File: src/rtl/peripheral_tl_burst_sequencer.sv
// Burst address sequencer: accepts one burst command and emits per-beat
// addresses (SINGLE/INCR/INCRx/WRAPx) with valid/ready handshaking.
module peripheral_tl_burst_sequencer #(
    parameter int PLEN = 32,
    parameter int XLEN = 32,
    parameter int LENW = 8
) (
    input  logic            HCLK,
    input  logic            HRESETn,
    input  logic            cmd_valid_i,
    output logic            cmd_ready_o,
    input  logic [PLEN-1:0] cmd_addr_i,
    input  logic [2:0]      cmd_size_i,
    input  logic [2:0]      cmd_burst_i,
    input  logic [2:0]      cmd_prot_i,
    input  logic            cmd_write_i,
    input  logic [LENW-1:0] cmd_len_i,
    output logic            beat_valid_o,
    input  logic            beat_ready_i,
    output logic [PLEN-1:0] beat_addr_o,
    output logic [2:0]      beat_size_o,
    output logic [2:0]      beat_prot_o,
    output logic            beat_write_o,
    output logic            beat_first_o,
    output logic            beat_last_o,
    output logic [LENW-1:0] beat_idx_o,
    output logic            busy_o,
    output logic            err_o
);

    localparam logic [0:0] IDLE   = 1'b0;
    localparam logic [0:0] ACTIVE = 1'b1;

    localparam logic [2:0] MAX_SIZE = 3'($clog2(XLEN / 8));

    localparam logic [2:0] B_SINGLE = 3'b000;
    localparam logic [2:0] B_INCR   = 3'b001;
    localparam logic [2:0] B_WRAP4  = 3'b010;
    localparam logic [2:0] B_INCR4  = 3'b011;
    localparam logic [2:0] B_WRAP8  = 3'b100;
    localparam logic [2:0] B_INCR8  = 3'b101;
    localparam logic [2:0] B_WRAP16 = 3'b110;
    localparam logic [2:0] B_INCR16 = 3'b111;

    logic [0:0]      state_q, state_d;
    logic [PLEN-1:0] addr_q, addr_d;
    logic [PLEN-1:0] mask_q, mask_d;
    logic [2:0]      size_q, size_d;
    logic [2:0]      prot_q, prot_d;
    logic            write_q, write_d;
    logic            wrap_q, wrap_d;
    logic [LENW-1:0] idx_q, idx_d;
    logic [LENW-1:0] last_q, last_d;
    logic            err_q, err_d;

    logic            accept;
    logic            cmd_illegal;
    logic [LENW-1:0] cmd_last;
    logic [PLEN-1:0] step;
    logic [PLEN-1:0] addr_inc;
    logic [PLEN-1:0] addr_next;

    always_comb begin
        case (cmd_burst_i)
            B_SINGLE:          cmd_last = '0;
            B_INCR:            cmd_last = cmd_len_i;
            B_WRAP4, B_INCR4:  cmd_last = LENW'(3);
            B_WRAP8, B_INCR8:  cmd_last = LENW'(7);
            B_WRAP16, B_INCR16: cmd_last = LENW'(15);
            default:           cmd_last = '0;
        endcase
    end

    assign accept      = cmd_valid_i && (state_q == IDLE);
    assign cmd_illegal = (cmd_size_i > MAX_SIZE) ||
                         ((cmd_addr_i & ((PLEN'(1) << cmd_size_i) - PLEN'(1))) != '0);

    // Wrap keeps the bits above the burst-size mask and increments inside it.
    assign step      = PLEN'(1) << size_q;
    assign addr_inc  = addr_q + step;
    assign addr_next = wrap_q ? ((addr_q & ~mask_q) | (addr_inc & mask_q)) : addr_inc;

    always_comb begin
        state_d = state_q;
        addr_d  = addr_q;
        mask_d  = mask_q;
        size_d  = size_q;
        prot_d  = prot_q;
        write_d = write_q;
        wrap_d  = wrap_q;
        idx_d   = idx_q;
        last_d  = last_q;
        err_d   = 1'b0;

        if (accept) begin
            if (cmd_illegal) begin
                err_d = 1'b1;
            end else begin
                state_d = ACTIVE;
                addr_d  = cmd_addr_i;
                size_d  = cmd_size_i;
                prot_d  = cmd_prot_i;
                write_d = cmd_write_i;
                wrap_d  = (cmd_burst_i == B_WRAP4) || (cmd_burst_i == B_WRAP8) ||
                          (cmd_burst_i == B_WRAP16);
                idx_d   = '0;
                last_d  = cmd_last;
                mask_d  = ((PLEN'(cmd_last) + PLEN'(1)) << cmd_size_i) - PLEN'(1);
            end
        end else if ((state_q == ACTIVE) && beat_ready_i) begin
            if (idx_q == last_q) begin
                state_d = IDLE;
            end else begin
                idx_d  = idx_q + LENW'(1);
                addr_d = addr_next;
            end
        end
    end

    always_ff @(posedge HCLK or negedge HRESETn) begin
        if (!HRESETn) begin
            state_q <= IDLE;
            addr_q  <= '0;
            mask_q  <= '0;
            size_q  <= '0;
            prot_q  <= '0;
            write_q <= 1'b0;
            wrap_q  <= 1'b0;
            idx_q   <= '0;
            last_q  <= '0;
            err_q   <= 1'b0;
        end else begin
            state_q <= state_d;
            addr_q  <= addr_d;
            mask_q  <= mask_d;
            size_q  <= size_d;
            prot_q  <= prot_d;
            write_q <= write_d;
            wrap_q  <= wrap_d;
            idx_q   <= idx_d;
            last_q  <= last_d;
            err_q   <= err_d;
        end
    end

    assign cmd_ready_o  = (state_q == IDLE);
    assign busy_o       = (state_q == ACTIVE);
    assign beat_valid_o = (state_q == ACTIVE);
    assign beat_addr_o  = addr_q;
    assign beat_size_o  = size_q;
    assign beat_prot_o  = prot_q;
    assign beat_write_o = write_q;
    assign beat_idx_o   = idx_q;
    assign beat_first_o = (state_q == ACTIVE) && (idx_q == '0);
    assign beat_last_o  = (state_q == ACTIVE) && (idx_q == last_q);
    assign err_o        = err_q;

endmodule

File: config.mk
export PLATFORM = sky130hd
export DESIGN_NAME = peripheral_tl_burst_sequencer
export DESIGN_NICKNAME = d
export VERILOG_FILES = /design/src/rtl/peripheral_tl_burst_sequencer.sv
export SDC_FILE = /design/constraint.sdc
export NUM_CORES = 1
export LEC_CHECK = 0
export ABC_AREA = 1
export BUFFER_PORTS_ARGS = -buffer_cell sky130_fd_sc_hd__buf_4
export CAP_MARGIN = 20
export CORE_MARGIN = 5
export CORE_UTILIZATION = 37
export CTS_CLUSTER_SIZE = 12
export DETAILED_ROUTE_END_ITERATION = 10
export SYNTH_ARGS = -nofsm -noshare
export SYNTH_HDL_FRONTEND = slang
export SYNTH_SLANG_ARGS = --single-unit
File: constraint.sdc
create_clock -name HCLK -period 3.1 [get_ports HCLK]
set_clock_uncertainty 0.15 [all_clocks]
set_input_delay 0.31 -clock HCLK [delete_from_list [all_inputs] [get_ports HCLK]]
set_output_delay 0.31 -clock HCLK [all_outputs]
set_load 0.02 [all_outputs]
**Yosys cells after proc, flatten, opt, wreduce, memory -nomap -nowiden**

Cells that the tools add are included.

- Div/mod/pow operators: 0
- Equality and inequality tests: 10
- Multipliers: 0
- Reductions and logical operators: 18
- Multiplexer cells: 16
- Bitwise logic cells: 7
- $add $sub $neg: 5
- Shift-type cells: 3
- Order comparisons: 1

Operators by type and width:

| operator | number |
|---|---|
| $mux W32 | 5 |
| $and A32 B32 Y32 | 3 |
| $shl A1 B3 Y32 const A | 2 |
| $sub A32 B1 Y32 const B | 2 |
| $pmux W8 S5 | 1 |
| $add A32 B32 Y32 | 1 |
| $mux W8 | 4 |
| $not A32 Y32 | 1 |
| $or A32 B32 Y32 | 1 |
| $reduce_bool A32 Y1 | 1 |
| $shl A9 B3 Y32 | 1 |
| $eq A3 B3 Y1 const B | 4 |
| $add A8 B1 Y9 const B | 1 |
| $add A8 B1 Y8 const B | 1 |
| $eq A8 B8 Y1 | 1 |
| $logic_not A8 Y1 | 1 |
| $eq A3 B2 Y1 const B | 2 |
| $mux W1 | 6 |
| $reduce_and A3 Y1 | 2 |
| $reduce_or A2 Y1 | 3 |
| $logic_and A1 B1 Y1 | 4 |
| $ne A2 B2 Y1 const B | 2 |
| $reduce_bool A2 Y1 | 2 |
| $eq A3 B1 Y1 const B | 1 |
| 5 further kinds | 8 |

- Output and inout bits: 53
- Memories: 0
- Bits in latches: 0
- Memory bits (read-only): 0
- RAM bits: 0
- Register bits: 90
- Word-level logic and storage cells: 70
- Input bits: 54

**Longest topological paths before layout**

- Depth in word-level cells: 8
- Gate-level depth with buffers: 21
- Depth with buffers taken out: 20

**Worst setup path before layout**

No wires, ideal clock.

- Path type: register to register
- Start: reg size_q[0] (netlist: beat_size_o[0])
- End: reg with a tool-made name
- Stages on the path, launching flop included: 15
- Setup time: 87 ps
- Setup slack: 184 ps
- Arrival time: 2679 ps
- Cell sequence: dfrtp_1 > inv_1 > nor3_1 > inv_1 > fa_1 > o21ai_1 > a21oi_1 > nor3_2 > nand3_1 > nor2_2 > nand2_1 > nor2_1 > xor2_1 > nand3_1 > a22oi_1

RTL lines:

| element | RTL line | RTL |
|---|---|---|
| start, declared | 48 | `logic [2:0] size_q, size_d;` |
| start signal, assigned | 136 | `size_q <= size_d;` |

==> summary.txt <==
largest family of logic cells by synthesized area: simple AND/OR/NAND/NOR gates
core area: 0.0173 mm²
Final setup viols: 0
Worst Hold Class: primary input to flip-flop
synthesized area: 0.00651 mm²
area grow syn2layout: 26.0%
power per cell area: 895 mW/mm²
Mean Syn Cell Area: 7.18 µm²
Total Routing Usage GR: 19.4%
hpwl dp: 15400 µm
CP required: 3.23 ns
Detail Route Antenna Nets: 0
DRT iter0 DRCs: 440
crit-path cells: buf_4 -> inv_2 -> nor3_1 -> ha_1 -> nand3_1 -> nand2_2 -> a21oi_2 -> o21ai_2 -> inv_2 -> o21ai_2 -> nand2_2 -> inv_1 -> nand2_2 -> nor2_4 -> nand3b_1 -> nand2_1 -> nand3_1 -> a21oi_2
flops & latches, synth: 89
Leak: 4.12 nW
CP peak stage delay: 0.40 ns
Synth Area in Compound Gates: 15.5%
simple-gate share of the synthesized area: 34.3%
mux cell area share after synthesis: 0.346%
Post-Syn Nets: 978
GRT overflow: 0
largest net degree at the start of global routing: 66
number of global-route vias before repair: 6033
CTS tree: yes
First-pass DRT Iterations: 5
status: finished clean
Worst-Margin Slew: 0.846 ns
total CTS buffers: 9
via-per-instance ratio: 5.19
Post-synth top flop: dfrtp_1
Hold Vio Cnt, Final: 0
Avg WL per Cell: 15.8 µm
Worst-Skew Late Latency: 0.35 ns
CP arrival: 3.09 ns
Slew Viols, Final: 0
routed via count: 6561
aggregate routed wire length: 20000 µm
CP max stage cell: dfrtp_1
Final Cycle Share: 95.4%
layout cells sized above 1: 25.7%
Max Cap Violations: 0
Die Wd: 143 µm
# DRC: 0
Post-synth EDFFs: 0
Initial Util: 37.7%
Place WS: 0.0469 ns
clock transition at the registers of the reported paths: 0.07 ns
Relative slew margins: 43.6%
Placed Area: 0.00767 mm²
CTS H-Tree Depth: 3
I/O pins: 107
Hold Worst Slack: 0.0104 ns
yosys warns: 0
IO Port Bufs: 106
FMAX: 338 MHz
Critical Path End Type: flip-flop
Netlist cell types: 46
Gate Count Post-Synth: 908
Root Buffer: clkbuf_16
min cycle time layout: 2.96 ns
# clock sinks: 89
initial antenna violation count: 0
CTS Buffer Depth: 2
area share of fa/ha/maj cells after synthesis: 3.19%
Die Y: 143 µm
Seq/Total Area, Yosys: 34.2%
cell row count: 48
Core Util, Final: 47.5%
# diodes: 0
peak fanout along the critical path: 5
XOR/XNOR Fraction of Synth Area: 4.03%
worst IR drop on VDD: 0.000401 V
first-pass GRT wire length: 31600 µm
Startpoint Class: flip-flop
DIE AREA: 0.0204 mm²
cell repeated most along the worst path: nand2_2
Power Total: 7.35 mW
async set-or-reset flop fraction in the synthesized netlist: 100%
post-route cell area: 0.00821 mm²
worst setup margin: 0.142 ns
Worst Setup Path Type: flip-flop to flip-flop
Final Net Count: 1105
GPL Wtd Cong: 0.880
cells in the mapped netlist, types with 8 or more instances:
cell / count / area (µm²)
nand3_2: 17 / 170
o31ai_1: 9 / 67.6
xor2_1: 19 / 166
nand3_1: 68 / 340
ha_1: 15 / 188
nand2_2: 17 / 106
or2_2: 9 / 56.3
dfrtp_1: 89 / 2230
buf_2: 8 / 40.0
a21oi_1: 40 / 200
inv_2: 8 / 30.0
o21ai_0: 72 / 360
nor2_1: 56 / 210
nor3_1: 25 / 125
clkbuf_1: 20 / 75.1
o211ai_1: 8 / 60.1
o21ai_2: 8 / 70.1
xnor2_1: 11 / 96.3
inv_1: 96 / 360
a22oi_1: 13 / 97.6
nand2_1: 216 / 811
nand4_1: 23 / 144
layer usage:
layer  global-route usage, %  share of wire, %  vias up
li1                        -                 -     3292
met1                    28.1                47     3065
met3                    2.51               5.5       18
met5                       0                 0        -
met2                    30.6                46      186
met4                    4.75               1.4        0
through the flow:
stage,std cells,TNS [ns]
after floorplan,908,0
after global placement,1235,0
after detailed placement,1235,0
after CTS,1254,0
after global routing,1265,-0.0324
final,1265,0
worst max-delay path: cells and delay by family, from the launching register on:
kind | cells | cell delay [ns]
and+or+nand+nor | 9 | 0.89
DFF | 1 | 0.40
buffers and inverters | 4 | 0.43
adders and majority gates | 1 | 0.37
AOI/OAI and AO/OA | 4 | 0.62
repair_timing:
action                     4_1_cts  5_1_grt
hold buffers                     3        0
resized for setup                0       26
setup buffers                    0       11
hold endpoints to repair        65        0
setup endpoints to repair        0       15
cells in the final DEF, fill, tap and decap left out, types with 7 or more instances in the layout:
cell / instances
nand2_2: 21
nor3_2: 8
ha_1: 15
or2_2: 9
nand3_2: 19
xnor2_1: 11
inv_2: 11
nand3_1: 66
nor2_1: 54
a21oi_1: 37
nor2_4: 7
inv_1: 93
nand2_1: 212
buf_4: 146
nand4_1: 23
o21ai_2: 9
a22oi_1: 13
o21ai_0: 72
dfrtp_1: 89
o31ai_1: 9
o211ai_1: 8
clkbuf_16: 9
xor2_1: 19
nor3_1: 18
worst paths after layout:
path | start | endpoint | slack [ns] | cells after the start
min | cmd_prot_i[0] | beat_prot_o[0] | 0.01 | 3
max reg2reg | beat_size_o[1] | flip-flop | 0.14 | 18
max in group asynchronous | HRESETn | async pin | 1.60 | 3
min reg2reg | beat_write_o | beat_write_o | 0.33 | 2
min in group asynchronous | HRESETn | last_q[2] | 0.45 | 2
max | beat_size_o[1] | flip-flop | 0.14 | 18
cells by family (layout without fill, tap and decap cells):
| logic type | Yosys count | count (layout) |
|---|---|---|
| flops | 89 | 89 |
| buf+inv | 139 | 271 |
| fa+ha+maj | 16 | 16 |
| xor+xnor | 30 | 30 |
| mux | 2 | 2 |
| simple gates | 459 | 459 |
| compound gates | 173 | 173 |
where the power goes:
part / internal [mW] / switching, mW / total [mW]
Combinational: 1.62 / 2.41 / 4.03
Clock: 0.732 / 0.492 / 1.22
Sequential: 1.62 / 0.475 / 2.09
cell type report:
cell class | count | area [µm²]
well taps | 225 | 282
clock inverters | 6 | 90.1
flip-flops and latches | 89 | 2230
multi-input cells | 680 | 3830
inverters | 105 | 394
repair buffers | 150 | 1150
clock buffers | 10 | 239
fillers | 1765 | 9090
Note: power is estimated with default switching activity, not from simulation.
